**src/rtl/bytecode_prefetch_ctrl_pkg.sv**
```systemverilog
`default_nettype none
// ============================================================================
// Module   : bytecode_prefetch_ctrl_pkg
// Purpose  : Shared JVM front-end definitions: prefetch FSM state encoding
//            and the default bytecode address width.
// Revision : 1.0 - initial release
// ============================================================================
package bytecode_prefetch_ctrl_pkg;

   localparam int DEFAULT_ADDRESS_WIDTH = 16;

   typedef enum logic [1:0] {
      ST_IDLE  = 2'd0,
      ST_WAIT  = 2'd1,
      ST_DRAIN = 2'd2
   } pf_state_t;

endpackage
`default_nettype wire

```
**src/rtl/bytecode_prefetch_ctrl_fifo.sv**
```systemverilog
`default_nettype none
// ============================================================================
// Module   : prefetch_fifo
// Purpose  : DEPTH x 8 bytecode FIFO with occupancy count, synchronous clear
//            and a combinational view of the head entry.
// Revision : 1.0 - initial release
// ============================================================================
module prefetch_fifo #(
   parameter int DEPTH = 4
) (
   input  logic                     clk,
   input  logic                     rst,
   input  logic                     clear,
   input  logic                     push,
   input  logic [7:0]               push_data,
   input  logic                     pop,
   output logic [7:0]               head,
   output logic [$clog2(DEPTH):0]   count
);

   localparam int PW = $clog2(DEPTH);
   localparam int CW = PW + 1;

   logic [7:0]    mem [DEPTH];
   logic [PW-1:0] wr_ptr;
   logic [PW-1:0] rd_ptr;
   logic          do_push;
   logic          do_pop;

   // Writes are dropped when full and reads when empty, so the count can
   // never leave the 0..DEPTH range even if the controller misbehaves.
   assign do_push = push && (count < CW'(DEPTH));
   assign do_pop  = pop && (count != '0);
   assign head    = mem[rd_ptr];

   // Data storage: no reset needed, entries are only visible through count.
   always_ff @(posedge clk) begin
      if (do_push && !clear) begin
         mem[wr_ptr] <= push_data;
      end
   end

   // Pointers wrap naturally at DEPTH (power of two); clear wins over push/pop.
   always_ff @(posedge clk or posedge rst) begin
      if (rst) begin
         wr_ptr <= '0;
         rd_ptr <= '0;
         count  <= '0;
      end else if (clear) begin
         wr_ptr <= '0;
         rd_ptr <= '0;
         count  <= '0;
      end else begin
         if (do_push) begin
            wr_ptr <= wr_ptr + PW'(1);
         end
         if (do_pop) begin
            rd_ptr <= rd_ptr + PW'(1);
         end
         case ({do_push, do_pop})
            2'b10:   count <= count + CW'(1);
            2'b01:   count <= count - CW'(1);
            default: count <= count;
         endcase
      end
   end

endmodule
`default_nettype wire

```
**src/rtl/bytecode_prefetch_ctrl.sv**
```systemverilog
`default_nettype none
// ============================================================================
// Module   : bytecode_prefetch_ctrl
// Purpose  : Bytecode prefetch controller. Issues one fetch at a time to the
//            next-byte generator, buffers returned bytes in a small FIFO,
//            tracks the bytecode PC of the head and handles branch flushes,
//            discarding any fetch that was in flight when the flush arrived.
// Revision : 1.0 - initial release
// ============================================================================
module bytecode_prefetch_ctrl
   import bytecode_prefetch_ctrl_pkg::*;
#(
   parameter int ADDRESS_WIDTH = DEFAULT_ADDRESS_WIDTH,
   parameter int DEPTH         = 4
) (
   input  logic                     clk,
   input  logic                     rst,
   output logic                     mem_start,
   input  logic                     mem_ready,
   input  logic [7:0]               mem_byte,
   output logic                     mem_pc_load,
   output logic [ADDRESS_WIDTH-1:0] mem_pc,
   output logic                     byte_valid,
   output logic [7:0]               byte_out,
   output logic [ADDRESS_WIDTH-1:0] byte_pc,
   input  logic                     byte_take,
   input  logic                     flush,
   input  logic [ADDRESS_WIDTH-1:0] flush_pc
);

   localparam int CW = $clog2(DEPTH) + 1;

   pf_state_t        state;
   logic [CW-1:0]    count;
   logic             push;
   logic             pop;

   // A returned byte is kept only when it answers a live (non-flushed) fetch;
   // flush also suppresses the pop so the head PC reload is not disturbed.
   assign push       = (state == ST_WAIT) && mem_ready && !flush;
   assign pop        = byte_take && byte_valid && !flush;
   assign byte_valid = (count != '0);

   prefetch_fifo #(
      .DEPTH     (DEPTH)
   ) u_fifo (
      .clk       (clk),
      .rst       (rst),
      .clear     (flush),
      .push      (push),
      .push_data (mem_byte),
      .pop       (pop),
      .head      (byte_out),
      .count     (count)
   );

   // Fetch FSM with registered request/reload outputs. A fetch is issued only
   // from IDLE with a free slot, so the returning byte always has room.
   always_ff @(posedge clk or posedge rst) begin
      if (rst) begin
         state       <= ST_IDLE;
         mem_start   <= 1'b0;
         mem_pc_load <= 1'b0;
         mem_pc      <= '0;
      end else begin
         mem_start   <= 1'b0;
         mem_pc_load <= flush;
         if (flush) begin
            mem_pc <= flush_pc;
         end
         case (state)
            ST_IDLE: begin
               // mem_ready here is stale (e.g. a fetch cut off by reset).
               if (!flush && (count < CW'(DEPTH))) begin
                  mem_start <= 1'b1;
                  state     <= ST_WAIT;
               end
            end
            ST_WAIT: begin
               if (mem_ready) begin
                  state <= ST_IDLE;
               end else if (flush) begin
                  state <= ST_DRAIN;
               end
            end
            ST_DRAIN: begin
               // The in-flight byte belongs to the old stream; swallow it.
               // A repeated flush just stays here with the newer target.
               if (mem_ready) begin
                  state <= ST_IDLE;
               end
            end
            default: state <= ST_IDLE;
         endcase
      end
   end

   // Head PC tracking: flush reloads, each accepted pop advances by one.
   always_ff @(posedge clk or posedge rst) begin
      if (rst) begin
         byte_pc <= '0;
      end else if (flush) begin
         byte_pc <= flush_pc;
      end else if (pop) begin
         byte_pc <= byte_pc + ADDRESS_WIDTH'(1);
      end
   end

endmodule
`default_nettype wire

```
**config.mk**
```make
export PLATFORM = sky130hd
export DESIGN_NAME = bytecode_prefetch_ctrl
export DESIGN_NICKNAME = d
export VERILOG_FILES = /design/src/rtl/bytecode_prefetch_ctrl_pkg.sv /design/src/rtl/bytecode_prefetch_ctrl_fifo.sv /design/src/rtl/bytecode_prefetch_ctrl.sv
export SDC_FILE = /design/constraint.sdc
export NUM_CORES = 1
export LEC_CHECK = 0
export ABC_AREA = 0
export BUFFER_PORTS_ARGS = -buffer_cell sky130_fd_sc_hd__buf_2
export CAP_MARGIN = 40
export CORE_ASPECT_RATIO = 0.8
export CORE_UTILIZATION = 45
export DETAILED_ROUTE_END_ITERATION = 10
export PLACE_DENSITY = 0.71
export SLEW_MARGIN = 0
export SYNTH_ARGS = -nofsm -noshare
export SYNTH_HDL_FRONTEND = slang
export SYNTH_SLANG_ARGS = --single-unit
```
**constraint.sdc**
```tcl
create_clock -name clk -period 3.84 [get_ports clk]
set_input_delay 0.192 -clock clk [delete_from_list [all_inputs] [get_ports clk]]
set_output_delay 0.192 -clock clk [all_outputs]
set_load 0.05 [all_outputs]
```
==> summary.md <==
| Metric | Value |
|---|---|
| Sw Pwr | 0.857 mW |
| Reg2Reg Launch Point | u_fifo.count[2] |
| Outcome | finished with violations |
| Syn. warnings | 0 |
| Final core utilization | 56.9% |
| Sw Ratio | 37.5% |
| Cell taking the most area after synthesis | dfrtp_1 |
| CP startpoint kind | flop |
| Critical path's top delay family | compound AO/OA/AOI/OAI gates |
| Worst-margin pin slew | 0.702 ns |
| Reg clk slew, reported paths | 0.08 ns |
| Failing checks | DRC |
| Mapped Area | 3220 um^2 |
| Clk_skew | 0.0123 ns |
| Worst path required time | 4.09 ns |
| P_int | 1.43 mW |
| Placed cell count | 399 |
| Mapped Cells | 248 |
| Post-Syn Nets | 283 |
| Data arrival time of the worst path | 2.41 ns |
| Vias in the first global route | 2131 |
| Clk pwr share | 27.0% |
| 1st-pass router iterations | 7 |
| Clock Path Buffers | 2 |
| DR vias/cell | 5.30 |
| Layout Cells excl Fill | 416 |
| Final HPWL DP | 4400 um |
| NumNets Final | 359 |
| Critical path capture point type | flop |
| Post-synth top flop | dfrtp_1 |
| Hold buffer count at CTS | 1 |
| Power Dens Cells | 582 nW/um^2 |
| Layout cell share with drive strength beyond 1 | 33.1% |
| Die span in x | 96.5 um |
| Fillcell total | 582 |
| Master cell of the clock root buffer | clkbuf_8 |
| Post-CTS Resized | 0 |
| Hold path cells | 2 |
| Cell Area, Placed | 3710 um^2 |
| Initial antenna violation count | 0 |
| Worst hold endpoint | state[1] |
| IO Count | 72 |
| Post-CTS setup buffer count | 0 |
| Leakage power | 1.64 nW |
| Row count | 27 |
| Mean post-synth cell area | 13.0 um^2 |
| Cts bufs inserted | 9 |
| Dpl ws | 1.72 ns |
| Share of the synthesized area in the top cell type | 33.4% |
| Hold slack | 0.0281 ns |
| CP Class | flop to flop |
| Max Cap Violations | 0 |
| Fmax | 0.462 GHz |
| DRT iter0 DRCs | 188 |
| DRT Wirelength | 6360 um |
| Asr flop ratio synth | 57.3% |
| Area delta synth->final | 21.8% |
| Residual DRC count | 2 |
| Gpl congestion | 0.753 |
| Distinct cells, synth | 43 |
| GRT Total Usage | 19.0% |
| Post-route setup slack | 1.68 ns |
| Highest-delay cell along the critical path | o31ai_2 |
| Min Tclk post-route | 2.16 ns |
| Synth area leaders | dfrtp_1 33%, edfxtp_1 30%, mux4_2 5.6%, o21ai_0 3.7%, nand2_1 2.9% |
| Max-slew violations | 0 |
| Hold Crit Class | input port to flop |
| Largest net degree at the start of global routing | 31 |
| FF-to-FF End | u_fifo.count[2] |
| EDFF count, synth | 32 |
| Seq/Total Area, Yosys | 63.3% |
| Routed via count | 2205 |
| Flop pwr share | 44.4% |
| Diode count | 0 |
| CTS Sinks | 75 |
| GRT Residual Overflow | 0 |
| Worst Path Buf+Inv | 0 |
| Setup_tns | 0 ns |
| RSZ-0062 raised after global routing | no |
| VDD IR-drop max | 521 uV |
| R2R setup slack | 1.68 ns |
| Die ar. | 7500 um^2 |
| ANT nets after route | 0 |
| Post-synthesis register bit count | 75 |
| Crit path max fanout | 10 |
| Relative slew slack | 52.8% |
| # setup viols final | 0 |
| Most frequent cell after synthesis | dfrtp_1 |
| Final Hold Violating Endpoints | 0 |
| Number of H-tree levels | 3 |
| Initial core utilization | 46.7% |
| Top cells by count, synth | 43 x dfrtp_1, 32 x edfxtp_1, 25 x nand2_1 |
| Buffers on Ports | 71 |
| CP dominant cell by count | nor3_1 |
| Drt wl/cell | 15.3 um |
| Post-layout power | 2.28 mW |
| Clk_lat worst skew | 0.35 ns |
| CP peak stage delay | 0.55 ns |
| Overall die height | 77.6 um |
| Comb power frac | 28.7% |
| First-pass GRT wire length | 10500 um |
| TritonCTS clock tree | built |
| Hold wc startpoint | mem_ready |
| Core ar. | 6890 um^2 |
| FF-to-FF path depth | 6 |
| Crit-path cells | o31ai_2 > nor3_1 > fa_1 > nor3_1 > a21oi_1 > o32ai_1 |
| Period utilization | 56.3% |
| Fin area | 3920 um^2 |
## final cells by class
type	count	area (um^2)	area share, %
flip-flops and latches	75	2040	52.0
multi-input cells	145	1080	27.5
repair buffers	76	433	11.0
clock buffers	9	124	3.16
well taps	87	109	2.78
clock inverters	7	76.3	1.95
inverters	17	63.8	1.63
## worst max path at each step
stage | slack (ns) | from | endpoint | cells after the start
after global routing | 1.58 | u_fifo.count[2] | u_fifo.count[2] | 6
after detailed placement | 1.72 | u_fifo.count[2] | u_fifo.count[2] | 6
final | 1.68 | u_fifo.count[2] | u_fifo.count[2] | 6
after global placement | 1.62 | flush | u_fifo.count[2] | 8
after CTS | 1.69 | u_fifo.count[2] | u_fifo.count[2] | 6
after floorplan | 1.63 | u_fifo.count[2] | u_fifo.count[2] | 8
## power groups by stage
stage | logic (mW) | registers (mW) | clock network [mW]
after global routing | 0.702 | 1.03 | 0.662
after floorplan | 0.411 | 1.12 | 0
final | 0.655 | 1.01 | 0.615
after CTS | 0.660 | 1.02 | 0.635
after global placement | 0.641 | 1.03 | 0
after detailed placement | 0.655 | 1.03 | 0
## metal layers
layer | global-route usage, % | vias to the layer above | wire [um]
li1 | - | 1057 | -
met1 | 28.0 | 1075 | 2960
met2 | 27.0 | 66 | 2930
met3 | 5.69 | 7 | 386
met4 | 6.18 | 0 | 74
met5 | 0 | - | 0
## flip-flops by register name, indices dropped and copies added, names as in the netlist
register,count
mem_pc_load,1
u_fifo.mem,32
mem_pc,16
mem_start,1
u_fifo.rd_ptr,2
byte_pc,16
u_fifo.count,3
state,2
u_fifo.wr_ptr,2
## layout by cell type (no fill, tap or decap), types with 2 or more instances in the layout
| master | synthesis | layout |
|---|---|---|
| clkbuf_8 | 0 | 9 |
| buf_16 | 0 | 2 |
| mux2_2 | 6 | 6 |
| mux2i_1 | 3 | 3 |
| nor3_1 | 5 | 5 |
| a21oi_1 | 3 | 3 |
| nand3_1 | 3 | 3 |
| nand2_1 | 25 | 25 |
| nor2_1 | 9 | 9 |
| clkinv_1 | 1 | 2 |
| clkinv_4 | 0 | 2 |
| xor2_1 | 4 | 4 |
| xnor2_1 | 10 | 10 |
| nand4_1 | 5 | 5 |
| ha_1 | 5 | 5 |
| dfrtp_1 | 43 | 43 |
| nor2b_1 | 2 | 2 |
| o31ai_1 | 3 | 3 |
| nor4_1 | 6 | 5 |
| or4_1 | 2 | 2 |
| o21ai_0 | 24 | 24 |
| and2_1 | 4 | 4 |
| mux4_2 | 8 | 8 |
| a31oi_1 | 2 | 2 |
| inv_1 | 16 | 15 |
| edfxtp_1 | 32 | 32 |
| buf_2 | 1 | 72 |
## logic make-up (layout without fill, tap and decap cells)
kind of cell | Yosys count | count (layout) | synth area share (%)
and+or+nand+nor | 68 | 68 | 10.7
adders and majority gates | 6 | 6 | 2.57
muxes | 17 | 17 | 8.63
buffers and inverters | 28 | 109 | 3.42
xor gates and xnor gates | 14 | 14 | 3.81
AOI/OAI and AO/OA | 40 | 40 | 7.54
DFF | 75 | 75 | 63.3
Note: power is estimated with default switching activity, not from simulation.
